[src/rtl/rom_access_arbiter_if.sv]
// Handshake bundle between the loader/CPU requesters, the arbiter and the serial memory controller.
interface rom_access_arbiter_if #(
    parameter int unsigned DATA_WIDTH    = 16,
    parameter int unsigned ADDRESS_WIDTH = 16
);
    logic                     ld_request;
    logic [ADDRESS_WIDTH-1:0] ld_address;
    logic [DATA_WIDTH-1:0]    ld_data;
    logic                     ld_busy;
    logic                     ld_initialized;
    logic                     cpu_request;
    logic [ADDRESS_WIDTH-1:0] cpu_address;
    logic                     cpu_busy;
    logic [DATA_WIDTH-1:0]    cpu_data;
    logic                     cpu_data_valid;
    logic                     mem_request;
    logic                     mem_write;
    logic [ADDRESS_WIDTH-1:0] mem_address;
    logic [DATA_WIDTH-1:0]    mem_wdata;
    logic [DATA_WIDTH-1:0]    mem_rdata;
    logic                     mem_busy;
    logic                     mem_initialized;
    logic                     timeout_error;

    // Arbiter side
    modport slave (
        input  ld_request, ld_address, ld_data, cpu_request, cpu_address,
               mem_rdata, mem_busy, mem_initialized,
        output ld_busy, ld_initialized, cpu_busy, cpu_data, cpu_data_valid,
               mem_request, mem_write, mem_address, mem_wdata, timeout_error
    );

    // Requester / controller side
    modport master (
        output ld_request, ld_address, ld_data, cpu_request, cpu_address,
               mem_rdata, mem_busy, mem_initialized,
        input  ld_busy, ld_initialized, cpu_busy, cpu_data, cpu_data_valid,
               mem_request, mem_write, mem_address, mem_wdata, timeout_error
    );
endinterface

[src/rtl/rom_access_arbiter.sv]
// Shares the serial memory controller between the ROM loader (writes) and CPU fetch (reads):
// round-robin grant, transaction latched at grant, request/busy sequencing with an ISSUE watchdog.
module rom_access_arbiter #(
    parameter int unsigned DATA_WIDTH     = 16,
    parameter int unsigned ADDRESS_WIDTH  = 16,
    parameter int unsigned TIMEOUT_CYCLES = 64
) (
    input logic                 clk,
    input logic                 reset,
    rom_access_arbiter_if.slave bus
);
    localparam int unsigned WD_WIDTH = (TIMEOUT_CYCLES > 2) ? $clog2(TIMEOUT_CYCLES) : 1;
    localparam logic [WD_WIDTH-1:0] WD_LAST = WD_WIDTH'(TIMEOUT_CYCLES - 1);

    typedef enum logic [1:0] {ST_IDLE, ST_ISSUE, ST_WAIT} state_t;
    typedef enum logic {OWN_LD, OWN_CPU} owner_t;

    state_t                   state_q, state_d;
    owner_t                   last_grant_q, last_grant_d;
    logic [WD_WIDTH-1:0]      wd_q, wd_d;
    logic                     mem_request_q, mem_request_d;
    logic                     mem_write_q, mem_write_d;
    logic [ADDRESS_WIDTH-1:0] mem_address_q, mem_address_d;
    logic [DATA_WIDTH-1:0]    mem_wdata_q, mem_wdata_d;
    logic                     ld_busy_q, ld_busy_d;
    logic                     cpu_busy_q, cpu_busy_d;
    logic [DATA_WIDTH-1:0]    cpu_data_q, cpu_data_d;
    logic                     cpu_data_valid_q, cpu_data_valid_d;
    logic                     timeout_error_q, timeout_error_d;
    logic                     grant_cpu;

    // Next-state and next-output logic; every output is registered below
    always_comb begin
        state_d          = state_q;
        last_grant_d     = last_grant_q;
        wd_d             = wd_q;
        mem_request_d    = mem_request_q;
        mem_write_d      = mem_write_q;
        mem_address_d    = mem_address_q;
        mem_wdata_d      = mem_wdata_q;
        ld_busy_d        = ld_busy_q;
        cpu_busy_d       = cpu_busy_q;
        cpu_data_d       = cpu_data_q;
        cpu_data_valid_d = 1'b0;
        timeout_error_d  = timeout_error_q;
        grant_cpu        = 1'b0;

        case (state_q)
            ST_IDLE: begin
                if (bus.mem_initialized && !bus.mem_busy && (bus.ld_request || bus.cpu_request)) begin
                    // On a tie the port that did not win last time gets the controller
                    grant_cpu     = bus.cpu_request && (!bus.ld_request || last_grant_q == OWN_LD);
                    last_grant_d  = grant_cpu ? OWN_CPU : OWN_LD;
                    mem_write_d   = !grant_cpu;
                    mem_address_d = grant_cpu ? bus.cpu_address : bus.ld_address;
                    if (!grant_cpu) begin
                        mem_wdata_d = bus.ld_data;
                    end
                    ld_busy_d     = !grant_cpu;
                    cpu_busy_d    = grant_cpu;
                    mem_request_d = 1'b1;
                    wd_d          = '0;
                    state_d       = ST_ISSUE;
                end
            end
            ST_ISSUE: begin
                if (bus.mem_busy) begin
                    mem_request_d = 1'b0;
                    state_d       = ST_WAIT;
                end else if (wd_q == WD_LAST) begin
                    // Controller never accepted: abort, requester will be re-arbitrated
                    mem_request_d   = 1'b0;
                    ld_busy_d       = 1'b0;
                    cpu_busy_d      = 1'b0;
                    timeout_error_d = 1'b1;
                    state_d         = ST_IDLE;
                end else begin
                    wd_d = wd_q + WD_WIDTH'(1);
                end
            end
            ST_WAIT: begin
                if (!bus.mem_busy) begin
                    ld_busy_d  = 1'b0;
                    cpu_busy_d = 1'b0;
                    if (!mem_write_q) begin
                        cpu_data_d       = bus.mem_rdata;
                        cpu_data_valid_d = 1'b1;
                    end
                    state_d = ST_IDLE;
                end
            end
            default: state_d = ST_IDLE;
        endcase
    end

    always_ff @(posedge clk) begin
        if (reset) begin
            state_q          <= ST_IDLE;
            last_grant_q     <= OWN_CPU;
            wd_q             <= '0;
            mem_request_q    <= 1'b0;
            mem_write_q      <= 1'b0;
            mem_address_q    <= '0;
            mem_wdata_q      <= '0;
            ld_busy_q        <= 1'b0;
            cpu_busy_q       <= 1'b0;
            cpu_data_q       <= '0;
            cpu_data_valid_q <= 1'b0;
            timeout_error_q  <= 1'b0;
        end else begin
            state_q          <= state_d;
            last_grant_q     <= last_grant_d;
            wd_q             <= wd_d;
            mem_request_q    <= mem_request_d;
            mem_write_q      <= mem_write_d;
            mem_address_q    <= mem_address_d;
            mem_wdata_q      <= mem_wdata_d;
            ld_busy_q        <= ld_busy_d;
            cpu_busy_q       <= cpu_busy_d;
            cpu_data_q       <= cpu_data_d;
            cpu_data_valid_q <= cpu_data_valid_d;
            timeout_error_q  <= timeout_error_d;
        end
    end

    assign bus.ld_initialized = bus.mem_initialized;
    assign bus.ld_busy        = ld_busy_q;
    assign bus.cpu_busy       = cpu_busy_q;
    assign bus.cpu_data       = cpu_data_q;
    assign bus.cpu_data_valid = cpu_data_valid_q;
    assign bus.mem_request    = mem_request_q;
    assign bus.mem_write      = mem_write_q;
    assign bus.mem_address    = mem_address_q;
    assign bus.mem_wdata      = mem_wdata_q;
    assign bus.timeout_error  = timeout_error_q;
endmodule

[src/flat_wrapper.sv]
// flat-port wrapper written by rule: the top's interface ports become plain ports
module rom_access_arbiter_flat 
#(
    parameter int unsigned DATA_WIDTH     = 16,
    parameter int unsigned ADDRESS_WIDTH  = 16,
    parameter int unsigned TIMEOUT_CYCLES = 64
)
  (clk, reset, bus_ld_request, bus_ld_address, bus_ld_data, bus_cpu_request, bus_cpu_address, bus_mem_rdata, bus_mem_busy, bus_mem_initialized, bus_ld_busy, bus_ld_initialized, bus_cpu_busy, bus_cpu_data, bus_cpu_data_valid, bus_mem_request, bus_mem_write, bus_mem_address, bus_mem_wdata, bus_timeout_error);
  rom_access_arbiter_if #(.DATA_WIDTH(DATA_WIDTH), .ADDRESS_WIDTH(ADDRESS_WIDTH)) bus_i ();
  input logic clk;
  input logic reset;
  input wire logic [$bits(bus_i.ld_request)-1:0] bus_ld_request;
  input wire logic [$bits(bus_i.ld_address)-1:0] bus_ld_address;
  input wire logic [$bits(bus_i.ld_data)-1:0] bus_ld_data;
  input wire logic [$bits(bus_i.cpu_request)-1:0] bus_cpu_request;
  input wire logic [$bits(bus_i.cpu_address)-1:0] bus_cpu_address;
  input wire logic [$bits(bus_i.mem_rdata)-1:0] bus_mem_rdata;
  input wire logic [$bits(bus_i.mem_busy)-1:0] bus_mem_busy;
  input wire logic [$bits(bus_i.mem_initialized)-1:0] bus_mem_initialized;
  output wire logic [$bits(bus_i.ld_busy)-1:0] bus_ld_busy;
  output wire logic [$bits(bus_i.ld_initialized)-1:0] bus_ld_initialized;
  output wire logic [$bits(bus_i.cpu_busy)-1:0] bus_cpu_busy;
  output wire logic [$bits(bus_i.cpu_data)-1:0] bus_cpu_data;
  output wire logic [$bits(bus_i.cpu_data_valid)-1:0] bus_cpu_data_valid;
  output wire logic [$bits(bus_i.mem_request)-1:0] bus_mem_request;
  output wire logic [$bits(bus_i.mem_write)-1:0] bus_mem_write;
  output wire logic [$bits(bus_i.mem_address)-1:0] bus_mem_address;
  output wire logic [$bits(bus_i.mem_wdata)-1:0] bus_mem_wdata;
  output wire logic [$bits(bus_i.timeout_error)-1:0] bus_timeout_error;
  assign bus_i.ld_request = bus_ld_request;
  assign bus_i.ld_address = bus_ld_address;
  assign bus_i.ld_data = bus_ld_data;
  assign bus_i.cpu_request = bus_cpu_request;
  assign bus_i.cpu_address = bus_cpu_address;
  assign bus_i.mem_rdata = bus_mem_rdata;
  assign bus_i.mem_busy = bus_mem_busy;
  assign bus_i.mem_initialized = bus_mem_initialized;
  assign bus_ld_busy = bus_i.ld_busy;
  assign bus_ld_initialized = bus_i.ld_initialized;
  assign bus_cpu_busy = bus_i.cpu_busy;
  assign bus_cpu_data = bus_i.cpu_data;
  assign bus_cpu_data_valid = bus_i.cpu_data_valid;
  assign bus_mem_request = bus_i.mem_request;
  assign bus_mem_write = bus_i.mem_write;
  assign bus_mem_address = bus_i.mem_address;
  assign bus_mem_wdata = bus_i.mem_wdata;
  assign bus_timeout_error = bus_i.timeout_error;
  rom_access_arbiter #(.DATA_WIDTH(DATA_WIDTH), .ADDRESS_WIDTH(ADDRESS_WIDTH), .TIMEOUT_CYCLES(TIMEOUT_CYCLES)) u_core (.clk(clk), .reset(reset), .bus(bus_i));
endmodule
[config.mk]
export PLATFORM = sky130hd
export DESIGN_NAME = rom_access_arbiter_flat
export DESIGN_NICKNAME = d
export VERILOG_FILES = /design/src/rtl/rom_access_arbiter_if.sv /design/src/rtl/rom_access_arbiter.sv /design/src/flat_wrapper.sv
export SDC_FILE = /design/constraint.sdc
export NUM_CORES = 1
export LEC_CHECK = 0
export ABC_CLOCK_PERIOD_IN_PS = 3000
export CAP_MARGIN = 20
export CELL_PAD_IN_SITES_DETAIL_PLACEMENT = 0
export CELL_PAD_IN_SITES_GLOBAL_PLACEMENT = 1
export CORE_ASPECT_RATIO = 0.6
export CORE_UTILIZATION = 32
export CTS_CLUSTER_SIZE = 40
export DETAILED_ROUTE_END_ITERATION = 12
export PLACE_DENSITY = 0.87
export SLEW_MARGIN = 15
export SYNTH_ARGS = -nofsm -noshare
export SYNTH_HDL_FRONTEND = slang
export SYNTH_SLANG_ARGS = --single-unit
[constraint.sdc]
create_clock -name clk -period 3 [get_ports clk]
set_clock_uncertainty 0.2 [all_clocks]
set_input_delay 0.6 -clock clk [delete_from_list [all_inputs] [get_ports clk]]
set_output_delay 0.6 -clock clk [all_outputs]
set_load 0.02 [all_outputs]
==> impl_metrics.csv, run 1 <==
group,metric,value,unit
run_status,run_status,"finished, final reports clean",
place,hpwl,5110,um
drt,via_per_inst,4.69,
critical_path,path_max_fanout,3,
drt,remaining_drc_errors,0,
place,placement.io_buffers,124,
clock_network,cts_sinks,63,
logic_synthesis,asyncSetResetFlopFracSynth,0,%
power_and_ir_drop,leakagePower,1.53,nW
place,placed_area,3990,um2
die,design.core.area,8010,um2
drt,antenna_left,0,
clock_network,cts.clk_slew.worst_paths,0.05,ns
global_route,grt_pass1_wl,11100,um
timing,final.period_utilization,85.9,%
critical_path,cp_data_required_time,2.20,ns
place,dpl.cell_count,508,
critical_path,setup.worst_path.end_class,"output port",
clock_network,cts_htree_levels,3,
layout,n_antenna_cell,0,
layout,layout.nets,486,
logic_synthesis,synth-seq-area-share,47.0,%
logic_synthesis,syn-mean-instance-area,9.19,um2
clock_network,resized_cells_post_cts,0,
layout,syn2layout_area_growth,60.3,%
logic_synthesis,area_leader_netlist,"dfxtp_1",
drt,num_vias,2460,
critical_path,crit_path_cell_trace,"clkdlybuf4s50_1, clkdlybuf4s50_1",
drt,route.final.wire_length,6960,um
critical_path,max_stage_delay,0.63,ns
logic_synthesis,yosysWarnings,0,
logic_synthesis,synth_edf_count,0,
drt,drt_first_iter_violations,73,
layout,stdcell_count,524,
die,top_level_ports,125,
job,cap_viol_max_count,0,
die,std_cell_rows,25,
timing,hold_violations,0,
clock_network,clock_tree_buffer_depth,2,
power_and_ir_drop,design_power_total,2.63,mW
critical_path,timing.critical_path.buf_inv,2,
clock_network,postCtsHoldBufs,0,
logic_synthesis,synth.lib_cells_used.distinct,40,
logic_synthesis,top_cell_type_s_share_of_synthesized_area,47.0,%
critical_path,critical-path-top-delay-family,"buffers and inverters",
global_route,first_global_vias,2259,
timing,fin_tns_setup,0,ns
power_and_ir_drop,p_per_area,612,nW/um2
timing,tightest_slew,0.827,ns
critical_path,timing.critical_path.slowest_stage_cell,"clkdlybuf4s50_1",
logic_synthesis,synthesized_netlist_net_count,367,
clock_network,ctsRootBufferMaster,"clkbuf_16",
layout,drive_above_1_share,6.01,%
clock_network,cts-buffers-inserted,9,
timing,slew-limit-headroom,44.9,%
logic_synthesis,main_area_contributors_after_synthesis,"dfxtp_1 (47%), mux2i_1 (13%), a211oi_1 (5.3%)",
logic_synthesis,synthFlopType,"dfxtp_1",
clock_network,insertion_delay,0.32,ns
die,dieArea,8760,um2
logic_synthesis,synth_commonest_cells,"dfxtp_1 (63), nor2_1 (38), nand2_1 (37), mux2i_1 (35), a21oi_1 (24)",
timing,grt_setup_unrepaired,"false",
critical_path,worst_path_most_repeated_cell,"clkdlybuf4s50_1",
drt,routed_wire_length_per_instance,13.3,um
drt,detail_route.first_pass.iterations,4,
die,initial_core_util,33.5,%
logic_synthesis,synthesis.instances,292,
critical_path,timing_worst_setup_path_type,"input port to output port",
critical_path,arrival_time_reported_for_the_critical_path_endpoint,1.78,ns
timing,layout_min_cycle_time,2.58,ns
logic_synthesis,postSynthRegisterBits,63,
timing,setup_viol,0,
critical_path,worst_setup_start_kind,"input port",
place,gp_routability_congestion,0.761,
timing,fmaxAchievable,388,MHz
logic_synthesis,yosysMostFrequentCell,"dfxtp_1",
die,die_width,120,um
global_route,grtUsageTotal,16.8,%
clock_network,tritoncts,"yes",
layout,stdcell_area,4300,um2
logic_synthesis,netlist_area,2680,um2
clock_network,cts_post_setup_buffers_inserted,0,
power_and_ir_drop,peak_supply_drop,278,uV
min_path,hold_path_class,"register to register",
global_route,grt_remaining_overflow,0,
global_route,grt_start_max_net_pins,47,
die,die_height,72.9,um
timing,finalMaxSlewViolations,0,
global_route,antenna_violations_before_repair,0,
[worst paths after layout]
| path | start | depth (start not counted) | endpoint | slack (ns) |
|---|---|---|---|---|
| worst max-delay path | bus_mem_initialized | 2 | bus_ld_initialized | 0.42 |
| worst min-delay path | u_core.bus.cpu_data[8] | 2 | u_core.bus.cpu_data[8] | 0.25 |
| worst max register to register | u_core.wd_q[0] | 5 | u_core.bus.ld_busy | 0.97 |
| worst min register to register | u_core.bus.cpu_data[8] | 2 | u_core.bus.cpu_data[8] | 0.25 |
[metrics by stage]
step / hold slack (ns) / setup slack (ns) / utilization [%]
6_report: 0.254 / 0.423 / 53.7
3_5_place_dp: 0.251 / 0.390 / 49.8
3_3_place_gp: 0.243 / 0.425 / 49.8
2_1_floorplan: 0.283 / 0.944 / -
5_1_grt: 0.272 / 0.394 / 53.7
4_1_cts: 0.257 / 0.417 / 53.7
[logic make-up (layout without fill, tap and decap cells)]
group	count (synthesis)	in the layout	share of synthesized area, %
buf+inv	26	150	4.94
fa+ha+maj	5	5	2.33
mux	36	36	13.5
compound gates	67	67	16.3
flops	63	63	47.0
simple gates	95	95	16.0
[power by group]
part | leakage [nW] | internal, mW | switching (mW)
clock network | 0.156 | 0.707 | 0.345
registers | 0.512 | 0.908 | 0.0418
logic | 0.860 | 0.316 | 0.315
total | 1.53 | 1.93 | 0.702
[state kept, by name (all words and copies together) (netlist names), 2 cells and up]
| register | count |
|---|---|
| u_core.wd_q | 6 |
| u_core.bus.mem_address | 16 |
| u_core.bus.cpu_data | 16 |
| u_core.bus.mem_wdata | 16 |
| u_core.state_q | 2 |
[final cells by class]
class / instances / area, um2
fill: 741 / 3710
multi-input combinational: 203 / 1290
timing repair buffer: 128 / 1280
sequential: 63 / 1260
clock buffer: 13 / 270
tap: 108 / 135
clock inverter: 3 / 40.0
inverter: 6 / 22.5
[per-layer routing]
layer  vias to the layer above  global-route usage [%]  part of all wire, %
li1                       1265                       -                    -
met1                      1090                    20.9                   46
met2                        96                    24.7                   42
met3                         9                    8.28                   10
met4                         0                    6.67                  1.3
met5                         -                       0                    0
[layout by cell type (no fill, tap or decap), types with 3 or more instances in the layout]
cell and count:
dfxtp_1 63, nand2_1 37, nor2_1 38, ha_1 5
inv_1 6, clkbuf_16 9, nand2b_1 4, a21oi_1 24
nor3_1 3, clkdlybuf4s50_1 123, mux2i_1 35, o31ai_1 3
a211oi_1 19, buf_4 3, o21ai_0 9, clkbuf_8 3
(Power assumes the default switching activity.)
==> run 2, diff against run 1 <==
==> constraint.sdc (replaced) <==
create_clock -name clk -period 3 [get_ports clk]
set_clock_uncertainty 0.2 [all_clocks]
set_input_delay 0.6 -clock clk [delete_from_list [all_inputs] [get_ports clk]]
set_output_delay 0.6 -clock clk [all_outputs]
set_load 0.1 [all_outputs]
==> impl_metrics.csv, run 2 (synthesized netlist as in run 1, its figures left out) <==
group,metric,value,unit
die,dieArea,8760,um2
drt,num_vias,2466,
timing,fin_tns_setup,0,ns
drt,detail_route.first_pass.iterations,4,
global_route,grt_remaining_overflow,0,
timing,hold_violations,0,
power_and_ir_drop,switching_share,35.0,%
clock_network,cts-buffers-inserted,9,
layout,mostFrequentLayoutCell,"clkdlybuf4s50_1",
clock_network,cts_htree_levels,3,
place,placement.io_buffers,124,
clock_network,insertion_delay,0.32,ns
timing,finalHoldWorstSlack,0.254,ns
global_route,grt_start_max_net_pins,47,
layout,commonest_cells_after_routing_fill_and_taps_aside,"clkdlybuf4s50_1 (68), dfxtp_1 (63), buf_4 (57), nor2_1 (38), nand2_1 (37)",
timing,tightest_slew,0.832,ns
min_path,hold_path_class,"register to register",
die,design.core.area,8010,um2
layout,n_antenna_cell,0,
critical_path,setup.reg_to_reg.worst_slack,0.96,ns
global_route,grtUsageTotal,16.5,%
drt,drt_first_iter_violations,132,
min_path,min_to,"u_core.bus.cpu_data[0]",
clock_network,cts.clk_slew.worst_paths,0.05,ns
clock_network,cts_post_setup_buffers_inserted,0,
run_status,run_status,"finished, final reports clean",
die,top_level_ports,125,
critical_path,arrival_time_reported_for_the_critical_path_endpoint,2.27,ns
layout,drive_above_1_share,19.0,%
power_and_ir_drop,p_per_area,725,nW/um2
power_and_ir_drop,design_power_total,3.04,mW
min_path,number_of_cells_on_the_worst_hold_path,2,
drt,remaining_drc_errors,0,
die,std_cell_rows,25,
layout,layout.nets,486,
critical_path,timing_worst_setup_path_type,"input port to register",
place,gp_routability_congestion,0.730,
min_path,worstHoldStart,"u_core.bus.cpu_data[0]",
power_and_ir_drop,power.share.combinational,31.8,%
power_and_ir_drop,peak_supply_drop,374,uV
drt,route.final.wire_length,7020,um
critical_path,cp_data_required_time,2.98,ns
critical_path,path_max_fanout,16,
drt,antenna_left,0,
critical_path,r2r-end,"u_core.wd_q[3]",
timing,grt_setup_unrepaired,"false",
power_and_ir_drop,sequentialPowerShare,31.4,%
timing,fmaxAchievable,436,MHz
global_route,grt_pass1_wl,11000,um
global_route,first_global_vias,2350,
clock_network,cts_sinks,63,
critical_path,worst_setup_start_kind,"input port",
power_and_ir_drop,power.share.clock,36.8,%
timing,setup_viol,0,
critical_path,regToRegStartpoint,"u_core.state_q[0]",
job,cap_viol_max_count,0,
clock_network,postCtsHoldBufs,0,
clock_network,tritoncts,"yes",
drt,routed_wire_length_per_instance,13.4,um
power_and_ir_drop,internal_power,1.98,mW
die,die_width,120,um
clock_network,ctsRootBufferMaster,"clkbuf_16",
critical_path,r2r_cells,6,
global_route,antenna_violations_before_repair,0,
place,hpwl,5090,um
timing,slew-limit-headroom,44.6,%
die,initial_core_util,33.5,%
die,die_height,72.9,um
timing,layout_min_cycle_time,2.29,ns
power_and_ir_drop,switchingPower,1.06,mW
critical_path,setup.worst_path.end_class,"register",
timing,finalMaxSlewViolations,0,
power_and_ir_drop,leakagePower,1.64,nW
clock_network,resized_cells_post_cts,0,
layout,syn2layout_area_growth,56.2,%
timing,final.period_utilization,76.5,%
clock_network,clock_tree_buffer_depth,2,
drt,via_per_inst,4.71,
[run 2: cell types whose count changed in the layout (fill, tap and decap cells not counted)]
| cell | before | now |
|---|---|---|
| buf_4 | 3 | 57 |
| clkbuf_8 | 3 | 2 |
| clkbuf_1 | 1 | 2 |
| clkdlybuf4s50_1 | 123 | 68 |
| bufinv_16 | 1 | 2 |
| clkinv_2 | 2 | 1 |
| buf_12 | 1 | 2 |
[run 2: worst max-delay path by stage]
stage | start | to | slack, ns | cells past startpoint
4_1_cts | bus_mem_busy | u_core.bus.mem_wdata[1] | 0.72 | 6
5_1_grt | bus_mem_busy | u_core.bus.mem_wdata[1] | 0.62 | 6
3_3_place_gp | bus_mem_busy | u_core.bus.mem_wdata[0] | 0.46 | 6
6_report | bus_mem_busy | u_core.bus.mem_wdata[1] | 0.71 | 6
3_5_place_dp | bus_mem_busy | u_core.bus.mem_wdata[1] | 0.39 | 6
2_1_floorplan | u_core.bus.mem_write | u_core.bus.cpu_data[6] | 0.93 | 5
[run 2: critical path, cell delays in order]
cell,delay (ns)
clkdlybuf4s50_1,0.57
nand2b_4,0.25
a211oi_4,0.20
buf_4,0.33
mux2i_1,0.26
nor2_1,0.05
[run 2: stage by stage]
step / setup slack [ns] / cell area [um2] / std cells / utilization [%]
2_1_floorplan: 0.932 / 2680 / 292 / -
3_3_place_gp: 0.464 / 3860 / 508 / 48.3
3_5_place_dp: 0.387 / 3860 / 508 / 48.3
4_1_cts: 0.723 / 4190 / 524 / 52.3
5_1_grt: 0.617 / 4190 / 524 / 52.3
6_report: 0.706 / 4190 / 524 / 52.3
[run 2: layer usage]
| metal | GRT usage, % | up-vias | routed length (um) |
|---|---|---|---|
| met5 | 0 | - | 0 |
| li1 | - | 1260 | - |
| met1 | 20.2 | 1106 | 3190 |
| met2 | 24.7 | 92 | 3030 |
| met3 | 9.06 | 8 | 732 |
| met4 | 5.42 | 0 | 70 |
[run 2: area by class of cell]
cell class / instances / area [um2]
fillers: 740 / 3820
multi-input cells: 203 / 1290
flip-flops and latches: 63 / 1260
repair buffers: 128 / 1150
clock buffers: 13 / 260
well taps: 108 / 135
clock inverters: 3 / 65.1
inverters: 6 / 22.5
[run 2: power groups by stage]
stage	Combinational [mW]	Sequential (mW)	Clock, mW
2_1_floorplan	0.296	1.38	0
3_3_place_gp	0.960	0.967	0
3_5_place_dp	0.970	0.968	0
4_1_cts	0.975	0.952	1.15
5_1_grt	1.02	0.961	1.19
6_report	0.967	0.953	1.12
==> run 3, diff against run 2 <==
--- a/config.mk
+++ b/config.mk
@@ -5,15 +5,15 @@
 export SDC_FILE = /design/constraint.sdc
 export NUM_CORES = 1
 export LEC_CHECK = 0
-export ABC_CLOCK_PERIOD_IN_PS = 3000
+export ABC_CLOCK_PERIOD_IN_PS = 1900
 export CAP_MARGIN = 20
 export CELL_PAD_IN_SITES_DETAIL_PLACEMENT = 0
 export CELL_PAD_IN_SITES_GLOBAL_PLACEMENT = 1
 export CORE_ASPECT_RATIO = 0.6
-export CORE_UTILIZATION = 32
+export CORE_UTILIZATION = 27
 export CTS_CLUSTER_SIZE = 40
 export DETAILED_ROUTE_END_ITERATION = 12
-export PLACE_DENSITY = 0.87
+export PLACE_DENSITY = 0.78
 export SLEW_MARGIN = 15
 export SYNTH_ARGS = -nofsm -noshare
 export SYNTH_HDL_FRONTEND = slang
==> constraint.sdc (replaced) <==
create_clock -name clk -period 1.9 [get_ports clk]
set_clock_uncertainty 0.2 [all_clocks]
set_input_delay 0.38 -clock clk [delete_from_list [all_inputs] [get_ports clk]]
set_output_delay 0.38 -clock clk [all_outputs]
set_load 0.1 [all_outputs]
==> impl_metrics.csv, run 3 (synthesized netlist as in run 1, its figures left out) <==
group,metric,value,unit
layout,multi_input_area,1320,um2
place,dpl.cell_count,549,
layout,drive_above_1_share,24.5,%
clock_network,tritoncts,"yes",
die,dieArea,10400,um2
die,die_height,79.2,um
timing,fmaxAchievable,546,MHz
timing,tightest_slew,0.368,ns
drt,route.final.wire_length,7720,um
power_and_ir_drop,p_per_area,1010,nW/um2
layout,n_antenna_cell,0,
critical_path,cp_data_required_time,1.91,ns
die,top_level_ports,125,
timing,grt_setup_unrepaired,"false",
drt,via_per_inst,4.55,
timing,layout_min_cycle_time,1.83,ns
drt,drt_first_iter_violations,85,
place,hpwl,5790,um
timing,finalHoldWorstSlack,0.233,ns
die,design.core.area,9390,um2
power_and_ir_drop,leakagePower,1.93,nW
drt,routed_wire_length_per_instance,13.6,um
clock_network,postCtsHoldBufs,0,
global_route,antenna_violations_before_repair,0,
die,std_cell_rows,27,
critical_path,worst_setup_start_kind,"input port",
place,gp_routability_congestion,0.874,
timing,setup_viol,0,
global_route,grtUsageTotal,15.9,%
global_route,first_global_vias,2543,
clock_network,cts_sinks,63,
power_and_ir_drop,peak_supply_drop,633,uV
layout,commonest_cells_after_routing_fill_and_taps_aside,"clkdlybuf4s50_1 (68), dfxtp_1 (61), buf_12 (60), nor2_1 (38), nand2_1 (37)",
layout,layout.nets,508,
layout,n_fill_cell,810,
job,cap_viol_max_count,0,
critical_path,crit_path_cell_trace,"clkdlybuf4s50_1, nor2_1, o21ai_0, nand4b_1, mux2_1",
drt,antenna_left,0,
global_route,grt_remaining_overflow,0,
die,initial_core_util,28.6,%
drt,detail_route.first_pass.iterations,4,
critical_path,max_stage_delay,0.47,ns
min_path,hold_path_class,"input port to register",
global_route,grt_pass1_wl,12400,um
layout,mostFrequentLayoutCell,"clkdlybuf4s50_1",
timing,hold_violations,0,
layout,seq_area,1260,um2
drt,remaining_drc_errors,0,
timing,slew-limit-headroom,75.4,%
clock_network,clock_tree_buffer_depth,2,
critical_path,path_max_fanout,4,
critical_path,critical-path-top-delay-family,"simple AND/OR/NAND/NOR gates",
clock_network,cts-buffers-inserted,9,
clock_network,cts.clk_slew.worst_paths,0.05,ns
run_status,run_status,"finished, final reports clean",
clock_network,insertion_delay,0.32,ns
die,die_width,131,um
critical_path,arrival_time_reported_for_the_critical_path_endpoint,1.84,ns
drt,num_vias,2580,
critical_path,timing.critical_path.slowest_stage_cell,"clkdlybuf4s50_1",
layout,stdcell_count,567,
critical_path,timing_worst_setup_path_type,"input port to register",
critical_path,setup.worst_path.end_class,"register",
place,placement.io_buffers,124,
timing,finalMaxSlewViolations,0,
layout,syn2layout_area_growth,91.7,%
global_route,grt_start_max_net_pins,30,
critical_path,timing.critical_path.buf_inv,1,
clock_network,ctsRootBufferMaster,"clkbuf_16",
clock_network,cts_htree_levels,3,
timing,final.period_utilization,96.4,%
==> run 3: changes by cell type in the layout (fill, tap and decap cells not counted), moves of 2 or more <==
| cell | previous run | this run |
|---|---|---|
| buf_4 | 57 | 20 |
| ha_1 | 5 | 3 |
| dfxtp_2 | 0 | 2 |
| buf_12 | 2 | 60 |
| dfxtp_1 | 63 | 61 |
==> run 3: power breakdown <==
group	switching, mW	internal [mW]
clock network	0.545	1.17
registers	0.115	1.44
logic	1.11	0.801
total	1.77	3.41
==> run 3: what timing repair did <==
action | CTS | global route
endpoints found under the setup margin | 3 | 23
cloned | 0 | 1
setup buffers | 0 | 2
gates resized for setup | 2 | 5
==> run 3: metal layers <==
metal  track usage, %  up-vias  share of wire, %
met3             8.36        5                10
li1                 -     1300                 -
met1             20.1     1176                47
met2             23.0       99                42
met5                0        -                 0
met4             4.94        0              0.69
==> run 3: worst paths after layout <==
kind	startpoint	end	slack (ns)	cells after the start
worst max-delay path	bus_ld_request	u_core.bus.ld_busy	0.07	5
worst min-delay path	reset	u_core.bus.mem_wdata[11]	0.23	2
worst max register to register	u_core.state_q[0]	u_core.wd_q[0]	0.11	6
worst min register to register	u_core.bus.cpu_data[10]	u_core.bus.cpu_data[10]	0.29	2
==> run 3: cell type report <==
class | count | share of cell area (%)
inverter | 6 | 0.438
tap | 130 | 3.16
clock buffer | 11 | 4.72
clock inverter | 4 | 1.36
multi-input combinational | 203 | 25.6
timing repair buffer | 150 | 40.1
sequential | 63 | 24.6
==> run 3: through the flow <==
step	area (um2)	worst slack (ns)	total power, mW	setup TNS [ns]	utilization [%]
finish	5140	0.0690	5.18	0	54.8
floorplan	2680	0.0371	2.65	0	-
global route	5140	0.00694	5.42	0	54.8
CTS	5080	0.0337	5.19	0	54.1
global placement	4760	-0.181	3.40	-6.18	50.7
detailed placement	4760	-0.231	3.43	-7.26	50.7
